## src/rtl/radix2_dif_ibfly.sv

```systemverilog
// Pipelined radix-2 DIF butterfly for the inverse-FFT path.
// Ports: valid/ready handshake on both sides, a/b samples and a Q2.14 twiddle in; a+b and (a-b)*W' out.
module radix2_dif_ibfly #(
  parameter int bit_width = 16,
  parameter int TW_FRAC   = 14
) (
  input  logic                        clk,
  input  logic                        rst_n,
  input  logic                        in_valid,
  output logic                        in_ready,
  input  logic                        inverse,
  input  logic                        scale,
  input  logic signed [bit_width-1:0] Re_i1,
  input  logic signed [bit_width-1:0] Im_i1,
  input  logic signed [bit_width-1:0] Re_i2,
  input  logic signed [bit_width-1:0] Im_i2,
  input  logic signed [15:0]          sin_data,
  input  logic signed [15:0]          cos_data,
  output logic                        out_valid,
  input  logic                        out_ready,
  output logic signed [bit_width-1:0] Re_o1,
  output logic signed [bit_width-1:0] Im_o1,
  output logic signed [bit_width-1:0] Re_o2,
  output logic signed [bit_width-1:0] Im_o2
);

  localparam int SW = bit_width + 1;
  localparam int PW = bit_width + 18;

  localparam logic signed [PW-1:0] MAXV =
    (PW'(1) <<< (bit_width - 1)) - PW'(1);
  localparam logic signed [PW-1:0] MINV = -MAXV - PW'(1);
  localparam logic signed [PW-1:0] RND  = PW'(1) <<< (TW_FRAC - 1);

  logic adv;

  assign adv      = !out_valid || out_ready;
  assign in_ready = adv;

  function automatic logic signed [bit_width-1:0] sat(
    input logic signed [PW-1:0] x
  );
    if (x > MAXV) return MAXV[bit_width-1:0];
    if (x < MINV) return MINV[bit_width-1:0];
    return x[bit_width-1:0];
  endfunction

  function automatic logic signed [PW-1:0] rnd(
    input logic signed [PW-1:0] x
  );
    return (x + RND) >>> TW_FRAC;
  endfunction

  // S1: add/sub with optional floor halving
  logic signed [SW-1:0] add_r, add_i, sub_r, sub_i;

  always_comb begin
    add_r = SW'(Re_i1) + SW'(Re_i2);
    add_i = SW'(Im_i1) + SW'(Im_i2);
    sub_r = SW'(Re_i1) - SW'(Re_i2);
    sub_i = SW'(Im_i1) - SW'(Im_i2);
    if (scale) begin
      add_r = add_r >>> 1;
      add_i = add_i >>> 1;
      sub_r = sub_r >>> 1;
      sub_i = sub_i >>> 1;
    end
  end

  logic                 v1, inv1;
  logic signed [SW-1:0] s_r1, s_i1, d_r1, d_i1;
  logic signed [15:0]   c1, sn1;

  always_ff @(posedge clk or negedge rst_n) begin
    if (!rst_n) begin
      v1   <= 1'b0;
      inv1 <= 1'b0;
      s_r1 <= '0;
      s_i1 <= '0;
      d_r1 <= '0;
      d_i1 <= '0;
      c1   <= '0;
      sn1  <= '0;
    end else if (adv) begin
      v1 <= in_valid;
      if (in_valid) begin
        inv1 <= inverse;
        s_r1 <= add_r;
        s_i1 <= add_i;
        d_r1 <= sub_r;
        d_i1 <= sub_i;
        c1   <= cos_data;
        sn1  <= sin_data;
      end
    end
  end

  // S2: complex multiply, sin negated in inverse mode
  logic signed [PW-1:0] m_rc, m_is, m_rs, m_ic;
  logic signed [PW-1:0] p_re, p_im;

  always_comb begin
    m_rc = PW'(d_r1) * PW'(c1);
    m_is = PW'(d_i1) * PW'(sn1);
    m_rs = PW'(d_r1) * PW'(sn1);
    m_ic = PW'(d_i1) * PW'(c1);
    if (inv1) begin
      p_re = m_rc + m_is;
      p_im = m_ic - m_rs;
    end else begin
      p_re = m_rc - m_is;
      p_im = m_rs + m_ic;
    end
  end

  logic                 v2;
  logic signed [PW-1:0] p_re2, p_im2;
  logic signed [SW-1:0] s_r2, s_i2;

  always_ff @(posedge clk or negedge rst_n) begin
    if (!rst_n) begin
      v2    <= 1'b0;
      p_re2 <= '0;
      p_im2 <= '0;
      s_r2  <= '0;
      s_i2  <= '0;
    end else if (adv) begin
      v2 <= v1;
      if (v1) begin
        p_re2 <= p_re;
        p_im2 <= p_im;
        s_r2  <= s_r1;
        s_i2  <= s_i1;
      end
    end
  end

  // S3: round half up, saturate, register outputs
  always_ff @(posedge clk or negedge rst_n) begin
    if (!rst_n) begin
      out_valid <= 1'b0;
      Re_o1     <= '0;
      Im_o1     <= '0;
      Re_o2     <= '0;
      Im_o2     <= '0;
    end else if (adv) begin
      out_valid <= v2;
      if (v2) begin
        Re_o1 <= sat(PW'(s_r2));
        Im_o1 <= sat(PW'(s_i2));
        Re_o2 <= sat(rnd(p_re2));
        Im_o2 <= sat(rnd(p_im2));
      end
    end
  end

endmodule

```

## config.mk

```make
export PLATFORM = sky130hd
export DESIGN_NAME = radix2_dif_ibfly
export DESIGN_NICKNAME = d
export VERILOG_FILES = /design/src/rtl/radix2_dif_ibfly.sv
export SDC_FILE = /design/constraint.sdc
export NUM_CORES = 2
export LEC_CHECK = 0
export ABC_AREA = 1
export ABC_CLOCK_PERIOD_IN_PS = 10600
export CORE_MARGIN = 2
export CORE_UTILIZATION = 40
export CTS_CLUSTER_SIZE = 10
export DETAILED_ROUTE_END_ITERATION = 10
export PLACE_DENSITY_LB_ADDON = 0.2
export SYNTH_ARGS = -nofsm -noshare
export SYNTH_HDL_FRONTEND = slang
export SYNTH_SLANG_ARGS = --single-unit
```

## constraint.sdc

```tcl
create_clock -name clk -period 10.6 [get_ports clk]
set_clock_uncertainty 0.2 [all_clocks]
set_input_delay 2.12 -clock clk [delete_from_list [all_inputs] [get_ports clk]]
set_output_delay 2.12 -clock clk [all_outputs]
set_load 0.05 [all_outputs]
```

==> impl_metrics.yaml <==
final_layout:
  drive_above_1_share_pct: 3.14
  syn_to_final_growth_pct: 8.12
  layout.nets: 9928
  fin_cells: 10300
  fill_cells: 15900
synthesis:
  synth_top_flop_cell: "dfrtp_1"
  synth_top_family_by_area: "adder cells"
  synth_xor_area_share_pct: 3.84
  synth-async-reset-ratio_pct: 100
  avgSynthCellArea_sq_um: 7.50
  synth_common_cells: "inv_1 (2162), nand2_1 (2102), fa_1 (1108), ha_1 (468), nor2_1 (352)"
  syn-num-nets: 9936
  synthCells: 8258
  yosys.area_share.simple_pct: 19.2
  synthAdderAreaFrac_pct: 45.3
  yosysTopAreaCell: "fa_1"
  yosys.cell_count.top_type: "inv_1"
  synth_top_cells_by_area: "fa_1 (36%), inv_1 (13%), nand2_1 (13%)"
  synth_cell_type_count: 58
  ys_seq_elements: 244
  synth_top_area_share_pct: 35.8
  syn_area_sq_um: 61900
  ys_seq_area_share_pct: 9.86
  synth_warnings: 0
  synth_edf_count: 0
  synth-compound-area-share_pct: 6.70
  synth.area.mux_share_pct: 0
setup_path:
  worstSetupPathType: "reg2reg"
  critPathLaunchType: "flip-flop"
  path_max_fanout: 16
  end_kind: "flip-flop"
  required_ns: 10.89
  crit-reg2reg-launch: "d_i1[6]$_DFFE_PN0P_"
  r2r_slack_ns: 0.83
  crit_path_top_delay_cell: "dfrtp_1"
  cp_common_cell: "nand2_1"
  rr_endpoint: "p_re2[33]$_DFFE_PN0P_"
  arrival_ns: 10.06
  cpPeakStageDelay_ns: 1.01
  r2r_cells: 42
detailed_routing:
  drt_iter0_markers: 3968
  drc: 0
  post_drt_via_cell_ratio: 5.01
  wl_per_cell_um: 19.9
  drtAntennaViolNets: 0
  firstDrtPassIters: 6
  vias: 51700
  routed_wl_um: 205000
floorplanning:
  die_area_sq_um: 158000
  row_count: 144
  initial_core_util_pct: 40.2
  coreArea_sq_um: 154000
  die_w_um: 397
  die_h_um: 397
  top_level_ports: 168
hold_path:
  holdCritStartpoint: "c1[0]$_DFFE_PN0P_"
  hp-class: "reg2reg"
  hold_end: "c1[0]$_DFFE_PN0P_"
  holdPathStages: 2
cts:
  cts.repair.resized: 0
  cts_buffers: 36
  cts_sinks: 244
  cts_buffer_depth: 3
  cts_setup_buffers: 0
  clkSlewWorstSetupHoldPaths_ns: 0.07
  tritoncts: "yes"
  cts_hold_buffers: 0
  htree_levels: 2
  insertion_delay_ns: 0.61
  ctsRootBufferMaster: "clkbuf_16"
global_route:
  grt_first_pass_wirelength_um: 318000
  antenna_found_initial: 7
  grt_max_degree: 154
  grt_pass1_vias: 53400
  grt_remaining_overflow: 0
  grt_usage_pct: 26.5
place:
  port_buffers: 167
  dp.cells: 10300
  dpl.hpwl_um: 172000
  routabilityCongestion: 0.990
sta:
  fin_crit_ns: 9.77
  final-setup-viol-count: 0
  tightestPinTransition_ns: 1.14
  fmax_ghz: 0.102
  hold_viol: 0
  hold_ws_ns: 0.281
  slew_headroom_pct: 23.9
  rsz0062_at_grt: "no"
  fin_tns_setup_ns: 0
  drv_slew: 0
  fin_crit_sh_pct: 92.2
status:
  outcome: "finished, final reports clean"
run:
  maxCapViolations: 0
-- worst max-delay path, delay by kind of cell, from the launching register on --
family / cells / cell delay (ns)
fa+ha+maj: 8 / 3.59
xor+xnor: 1 / 0.14
flops: 1 / 1.01
simple gates: 20 / 2.96
buf+inv: 10 / 0.94
compound gates: 3 / 0.80
-- placed cells by master (no fill, tap or decap), types with 5 or more instances in the layout --
cell type | netlist | routed
a31oi_1 | 24 | 24
nor3_1 | 63 | 63
clkdlybuf4s50_1 | 0 | 165
nand3_1 | 233 | 233
clkbuf_16 | 0 | 36
clkinv_2 | 0 | 5
ha_1 | 468 | 468
o21ai_0 | 285 | 285
o31ai_1 | 13 | 13
nand2_1 | 2102 | 2101
a21oi_1 | 311 | 311
nand2_2 | 10 | 11
or2_2 | 29 | 29
o21bai_1 | 21 | 21
nor2_1 | 352 | 350
inv_1 | 2162 | 2162
o211ai_1 | 21 | 21
nor4_1 | 12 | 12
a21o_1 | 25 | 25
inv_2 | 5 | 7
o21ai_1 | 14 | 14
nand4_1 | 62 | 62
buf_4 | 1 | 104
nand3b_1 | 13 | 13
nand3_2 | 6 | 6
nor2_2 | 18 | 18
a21boi_0 | 10 | 10
xor2_1 | 181 | 181
buf_12 | 0 | 6
xnor2_1 | 85 | 85
fa_1 | 1108 | 1108
dfrtp_1 | 244 | 243
-- how the worst max path moves through the flow --
stage,startpoint,end,slack (ns),cells past startpoint
after CTS,d_i1[13]$_DFFE_PN0P_,p_re2[33]$_DFFE_PN0P_,0.97,39
after detailed placement,d_i1[13]$_DFFE_PN0P_,p_re2[33]$_DFFE_PN0P_,1.0,39
after global placement,d_i1[13]$_DFFE_PN0P_,p_re2[31]$_DFFE_PN0P_,0.95,34
after global routing,d_i1[13]$_DFFE_PN0P_,p_re2[33]$_DFFE_PN0P_,0.26,39
after floorplan,d_i1[16]$_DFFE_PN0P_,p_re2[31]$_DFFE_PN0P_,2.75,40
final,d_i1[6]$_DFFE_PN0P_,p_re2[33]$_DFFE_PN0P_,0.83,42
-- layout make-up --
class	count	area, sq um	share of cell area, %
multi-input combinational	5520	46400	69.4
inverter	2171	8150	12.2
sequential	244	6110	9.12
timing repair buffer	277	2570	3.84
tap	2044	2560	3.82
clock buffer	42	943	1.41
clock inverter	15	171	0.256
antenna	2	5.00	0.00748
-- cells by family (layout without fill, tap and decap cells) --
group / count (synthesis) / in the layout
AOI/OAI and AO/OA: 756 / 756
buffers and inverters: 2494 / 2505
DFF: 244 / 244
and+or+nand+nor: 2919 / 2919
adders and majority gates: 1576 / 1576
xor gates and xnor gates: 269 / 269
other: 0 / 2
-- state kept, by name (all words and copies together) (netlist names), 17 cells and up --
register and flops:
d_i1 17, d_r1 17, p_im2 21, p_re2 21
s_i1 17, s_i2 17, s_r1 17, s_r2 17
-- per-stage QoR --
stage | area (sq um) | utilization (%) | worst slack, ns
floorplan | 61900 | - | 2.75
global placement | 65800 | 42.8 | 0.953
detailed placement | 65800 | 42.8 | 0.995
CTS | 66900 | 43.5 | 0.973
global route | 66900 | 43.5 | 0.256
finish | 66900 | 43.5 | 0.831
-- layer usage --
| layer | vias up | track usage, % | part of all wire [%] |
|---|---|---|---|
| met5 | - | 0 | 0.0049 |
| met4 | 2 | 8.25 | 3.6 |
| met3 | 249 | 5.15 | 7.3 |
| met2 | 1576 | 42.0 | 45 |
| met1 | 25700 | 36.5 | 44 |
| li1 | 24200 | - | - |
Power is left out: the tool's default activity adds up to more than one toggle a clock period on the data nets, which glitch-free logic cannot reach.
